--- src/rtl/message_word32_sender.sv ---
`default_nettype none
// ============================================================================
// Module      : message_word32_sender
// Description : Frames a 16-bit message ID and a 32-bit data word into an
//               11-byte message and feeds it byte by byte to a UART TX.
// Revision    : 1.0 - initial release
// ============================================================================
module message_word32_sender #(
  parameter logic [15:0] SYNC = 16'h1234
) (
  input  logic        Clock,
  input  logic        Reset_n,
  input  logic        Send,
  input  logic [15:0] MsgID,
  input  logic [31:0] DataWord,
  input  logic        TxReady,
  output logic [7:0]  TxByte,
  output logic        TxLoad,
  output logic        Busy,
  output logic        Done
);

  localparam logic [2:0] c_IDLE   = 3'd0;
  localparam logic [2:0] c_LOAD   = 3'd1;
  localparam logic [2:0] c_HOLD   = 3'd2;
  localparam logic [2:0] c_FINISH = 3'd3;
  localparam logic [2:0] c_DONE   = 3'd4;
  localparam logic [3:0] c_LAST   = 4'd10;

  logic [2:0]  r_state;
  logic [2:0]  w_nextState;
  logic [3:0]  r_index;
  logic [15:0] r_msgId;
  logic [31:0] r_dataWord;
  logic [7:0]  r_checksum;
  logic [7:0]  w_curByte;
  logic        w_indexLegal;

  assign w_indexLegal = (r_index <= c_LAST);

  always_comb begin
    w_curByte = 8'd0;
    case (r_index)
      4'd0:    w_curByte = SYNC[7:0];
      4'd1:    w_curByte = SYNC[15:8];
      4'd2:    w_curByte = 8'h0B;
      4'd3:    w_curByte = 8'h00;
      4'd4:    w_curByte = r_msgId[7:0];
      4'd5:    w_curByte = r_msgId[15:8];
      4'd6:    w_curByte = r_dataWord[7:0];
      4'd7:    w_curByte = r_dataWord[15:8];
      4'd8:    w_curByte = r_dataWord[23:16];
      4'd9:    w_curByte = r_dataWord[31:24];
      4'd10:   w_curByte = r_checksum;
      default: w_curByte = 8'd0;
    endcase
  end

  always_ff @(posedge Clock or negedge Reset_n) begin
    if (!Reset_n) begin
      r_state    <= c_IDLE;
      r_index    <= 4'd0;
      r_msgId    <= 16'd0;
      r_dataWord <= 32'd0;
      r_checksum <= 8'd0;
    end else begin
      r_state <= w_nextState;
      case (r_state)
        c_IDLE: begin
          r_index <= 4'd0;
          if (Send) begin
            r_checksum <= 8'd0;
            r_msgId    <= MsgID;
            r_dataWord <= DataWord;
          end
        end
        c_LOAD: begin
          if (w_indexLegal && TxReady) begin
            r_checksum <= r_checksum + w_curByte;
          end
        end
        c_HOLD: begin
          if (r_index < c_LAST) begin
            r_index <= r_index + 4'd1;
          end
        end
        c_FINISH, c_DONE: begin
        end
        // Unreachable encodings fall back to a clean idle index.
        default: r_index <= 4'd0;
      endcase
    end
  end

  always_comb begin
    w_nextState = c_IDLE;
    case (r_state)
      c_IDLE:   w_nextState = Send ? c_LOAD : c_IDLE;
      c_LOAD: begin
        if (!w_indexLegal)  w_nextState = c_IDLE;
        else if (TxReady)   w_nextState = c_HOLD;
        else                w_nextState = c_LOAD;
      end
      c_HOLD: begin
        if (!w_indexLegal)         w_nextState = c_IDLE;
        else if (r_index == c_LAST) w_nextState = c_FINISH;
        else                       w_nextState = c_LOAD;
      end
      c_FINISH: w_nextState = TxReady ? c_DONE : c_FINISH;
      c_DONE:   w_nextState = c_IDLE;
      default:  w_nextState = c_IDLE;
    endcase
  end

  always_comb begin
    TxByte = 8'd0;
    TxLoad = 1'b0;
    Busy   = (r_state != c_IDLE);
    Done   = (r_state == c_DONE);
    if (r_state == c_LOAD && w_indexLegal) begin
      TxByte = w_curByte;
      TxLoad = TxReady;
    end
  end

endmodule
`default_nettype wire

--- config.mk ---
export PLATFORM = sky130hd
export DESIGN_NAME = message_word32_sender
export DESIGN_NICKNAME = d
export VERILOG_FILES = /design/src/rtl/message_word32_sender.sv
export SDC_FILE = /design/constraint.sdc
export NUM_CORES = 1
export LEC_CHECK = 0
export ABC_AREA = 1
export CELL_PAD_IN_SITES_DETAIL_PLACEMENT = 1
export CELL_PAD_IN_SITES_GLOBAL_PLACEMENT = 2
export CORE_AREA = 2 2 112 114
export DETAILED_ROUTE_END_ITERATION = 8
export DIE_AREA = 0 0 114 116
export PLACE_DENSITY = 0.8
export SETUP_SLACK_MARGIN = 0.4
export SYNTH_ARGS = -nofsm -noshare
export SYNTH_HDL_FRONTEND = slang
export SYNTH_SLANG_ARGS = --single-unit
--- constraint.sdc ---
create_clock -name Clock -period 2.53 [get_ports Clock]
set_clock_uncertainty 0.15 [all_clocks]
set_input_delay 0.759 -clock Clock [delete_from_list [all_inputs] [get_ports Clock]]
set_output_delay 0.759 -clock Clock [all_outputs]
set_load 0.1 [all_outputs]
==> summary.txt <==
Worst setup path
  • Setup crit start: r_index[0]
  • Crit Reg-Reg Endpoint: r_checksum[4]
  • Reg2Reg Depth: 14
  • CP startpoint kind: register
  • R2r startpoint: r_index[0]
  • Crit end category: output port
  • Worst EP required: 1.62 ns
  • Largest fanout on the critical path: 6
  • Worst setup endpoint: TxByte[3]
  • CP arrival: 2.06 ns
  • Crit path kind: register to output port
  • Reg2reg setup slack: -0.25 ns

Timing
  • Slew headroom: 0.653
  • Period minus WS final: 2.97 ns
  • Tightest Pin Transition: 0.521 ns
  • Period utilization: 1.17
  • Fmax: 336 MHz
  • Final Max Tran Viols: 0
  • Final Setup Violations: 15
  • Final setup margin: -0.443 ns
  • RSZ-0062 raised after global routing: yes
  • Worst hold slack: 0.284 ns
  • Final Hold Viols: 0

Placement
  • Post-DP HPWL: 8230 um
  • Routability congestion estimate: 0.889
  • Placed cells: 623
  • Buffers on Ports: 62

Routing
  • Via count: 3161
  • Pre-Repair DR Iteration Count: 4
  • Drt total wl: 11200 um
  • Routed Antenna Nets: 0
  • Starting DRT DRC Count: 106
  • Vias per cell: 4.78
  • Detailed-route wire length per cell: 17.0 um
  • DRC viols: 0

Cells and area
  • Final Instance Count excl. Fillers: 661
  • Share of cells above drive strength 1: 0.374
  • Area growth, synth to finish: 62.9%
  • Layout Nets: 573
  • # diodes: 0

Clock tree
  • H-tree Lvls: 3
  • Worst-path clk slew: 0.06 ns
  • CTS tree: built
  • Clk_lat worst skew: 0.34 ns
  • Max clock buf depth: 2
  • CTS Buf Count: 9
  • Root buf cell: clkbuf_16
  • # clock sinks: 63

Power
  • IR drop worst, VDD: 0.000477 V
  • Combinational share of power: 0.529
  • Reg power frac: 0.284
  • Psw: 2640 uW
  • Pwr dens: 1110 nW/um^2
  • Switching share of power: 0.424
  • Internal power: 3580 uW
  • Static leakage: 0.00256 uW
  • Clk pwr share: 0.187

Yosys
  • Seq/Total Area, Yosys: 0.458
  • Syn Nets: 445
  • Post-Syn Area: 3440 um^2
  • Flops & latches, synth: 63
  • Synth Area per Inst: 9.03 um^2
  • Synth cell types: 39
  • Number of cells produced by synthesis: 381
  • Yosys warns: 0

Job
  • Max_cap viols: 0

GRT
  • Antenna violations before repair: 0
  • Global-route wire length before repair: 17900 um
  • Total Routing Usage GR: 0.178
  • Total gr overflow: 0
  • Vias in the first global route: 3401
  • Largest net degree at the start of global routing: 45

Floorplan
  • Ports: 63
  • Die Area: 13200 um^2
  • Initial Utilization: 0.289
  • Die width: 114 um
  • Core Area: 11900 um^2
  • Rows: 40
  • Die height: 116 um

Status
  • Violated checks: setup timing
  • Status: finished with violations

Min path
  • HP Class: primary input to asynchronous set/reset pin
## metrics by stage
step | util | cell area (um^2) | TNS [ns] | total power [uW] | worst slack [ns]
6_report | 0.470 | 5600 | -4.22 | 6220 | -0.443
5_1_grt | 0.470 | 5600 | -5.70 | 6620 | -0.507
3_3_place_gp | 0.409 | 4870 | -1.64 | 4570 | -0.189
2_1_floorplan | - | 3680 | -0.429 | 3630 | -0.0772
3_5_place_dp | 0.409 | 4870 | -2.20 | 4670 | -0.328
4_1_cts | 0.449 | 5350 | -4.50 | 6010 | -0.445
## logic make-up (layout without fill, tap and decap cells)
family / Yosys count / after routing / synth area share
and+or+nand+nor: 133 / 134 / 0.183
AOI/OAI and AO/OA: 79 / 79 / 0.133
buffers and inverters: 68 / 200 / 0.0862
DFF: 63 / 63 / 0.458
muxes: 22 / 22 / 0.0829
adders and majority gates: 12 / 12 / 0.0458
xor gates and xnor gates: 4 / 4 / 0.0102
## metal layers
layer	track usage	wire length [um]	part of all wire
met4	0.0642	235	0.021
met1	0.224	4960	0.44
met3	0.0392	331	0.030
met5	0	0	0
met2	0.303	5680	0.51
## cells in the mapped netlist, drive strengths merged
cell type  number  area [um^2]
fa              1         20.0
a211oi          4         30.0
and2            2         12.5
o21ai          13         65.1
a31oi           1         6.26
nand3          18          108
xor2            3         26.3
a221oi          1         8.76
inv            58          223
buf            10         73.8
mux2           22          285
o2111ai         2         17.5
o21bai          1         7.51
nand2          53          219
o211ai          1         7.51
dfrtp          63         1580
nand4          10         62.6
o22ai          15          100
a21oi          41          216
nor3            3         26.3
ha             11          138
xnor2           1         8.76
nor2           47          203
## state kept, by name, summed over array words and instances, names as in the netlist
signal,count
r_dataWord,32
r_state,3
r_checksum,8
r_msgId,16
r_index,4
## worst min path at each step
stage / startpoint / end / slack [ns]
after floorplan: Reset_n / r_checksum[0] / 0.31
after global placement: r_dataWord[5] / r_dataWord[5] / 0.34
after detailed placement: r_dataWord[2] / r_dataWord[2] / 0.34
after CTS: Reset_n / r_index[1] / 0.29
after global routing: Reset_n / r_index[0] / 0.31
final: Reset_n / r_dataWord[25] / 0.28
## layout by cell type, fill, tap and decap left out, drive strengths merged, types with 11 or more instances in the layout
cell / instances
a21oi: 41
nor2: 47
nand3: 18
o21ai: 13
o22ai: 15
clkdlybuf4s50: 50
clkbuf: 13
buf: 76
mux2: 22
dfrtp: 63
ha: 11
nand2: 54
inv: 57
## power by group through the flow
| stage | logic [uW] | registers [uW] | clock network [uW] |
|---|---|---|---|
| 2_1_floorplan | 1970 | 1650 | 0 |
| 3_3_place_gp | 2830 | 1740 | 0 |
| 3_5_place_dp | 2910 | 1760 | 0 |
| 4_1_cts | 3070 | 1750 | 1190 |
| 5_1_grt | 3550 | 1820 | 1250 |
| 6_report | 3290 | 1760 | 1160 |
## worst max-delay path, cell delays in order (launching register included)
cell and delay [ns]:
dfrtp_2 0.45, inv_4 0.10, ha_4 0.18, nand3_4 0.17, buf_6 0.18, o22ai_2 0.17, a211oi_2 0.08, a21oi_4 0.18
buf_12 0.19
## timing repair
| action | CTS | global route |
|---|---|---|
| pin swaps | 18 | 8 |
| endpoints found under the setup margin | 19 | 19 |
| hold buffers | 0 | 0 |
| buffers inserted | 9 | 12 |
| resized for setup | 32 | 34 |
| cloned | 1 | 0 |
## final cells by class
class / count / area (um^2)
fill: 1343 / 6310
sequential: 63 / 1580
multi-input combinational: 251 / 2040
inverter: 58 / 236
clock inverter: 3 / 17.5
clock buffer: 13 / 260
tap: 147 / 184
timing repair buffer: 126 / 1280
(Power assumes the default switching activity.)
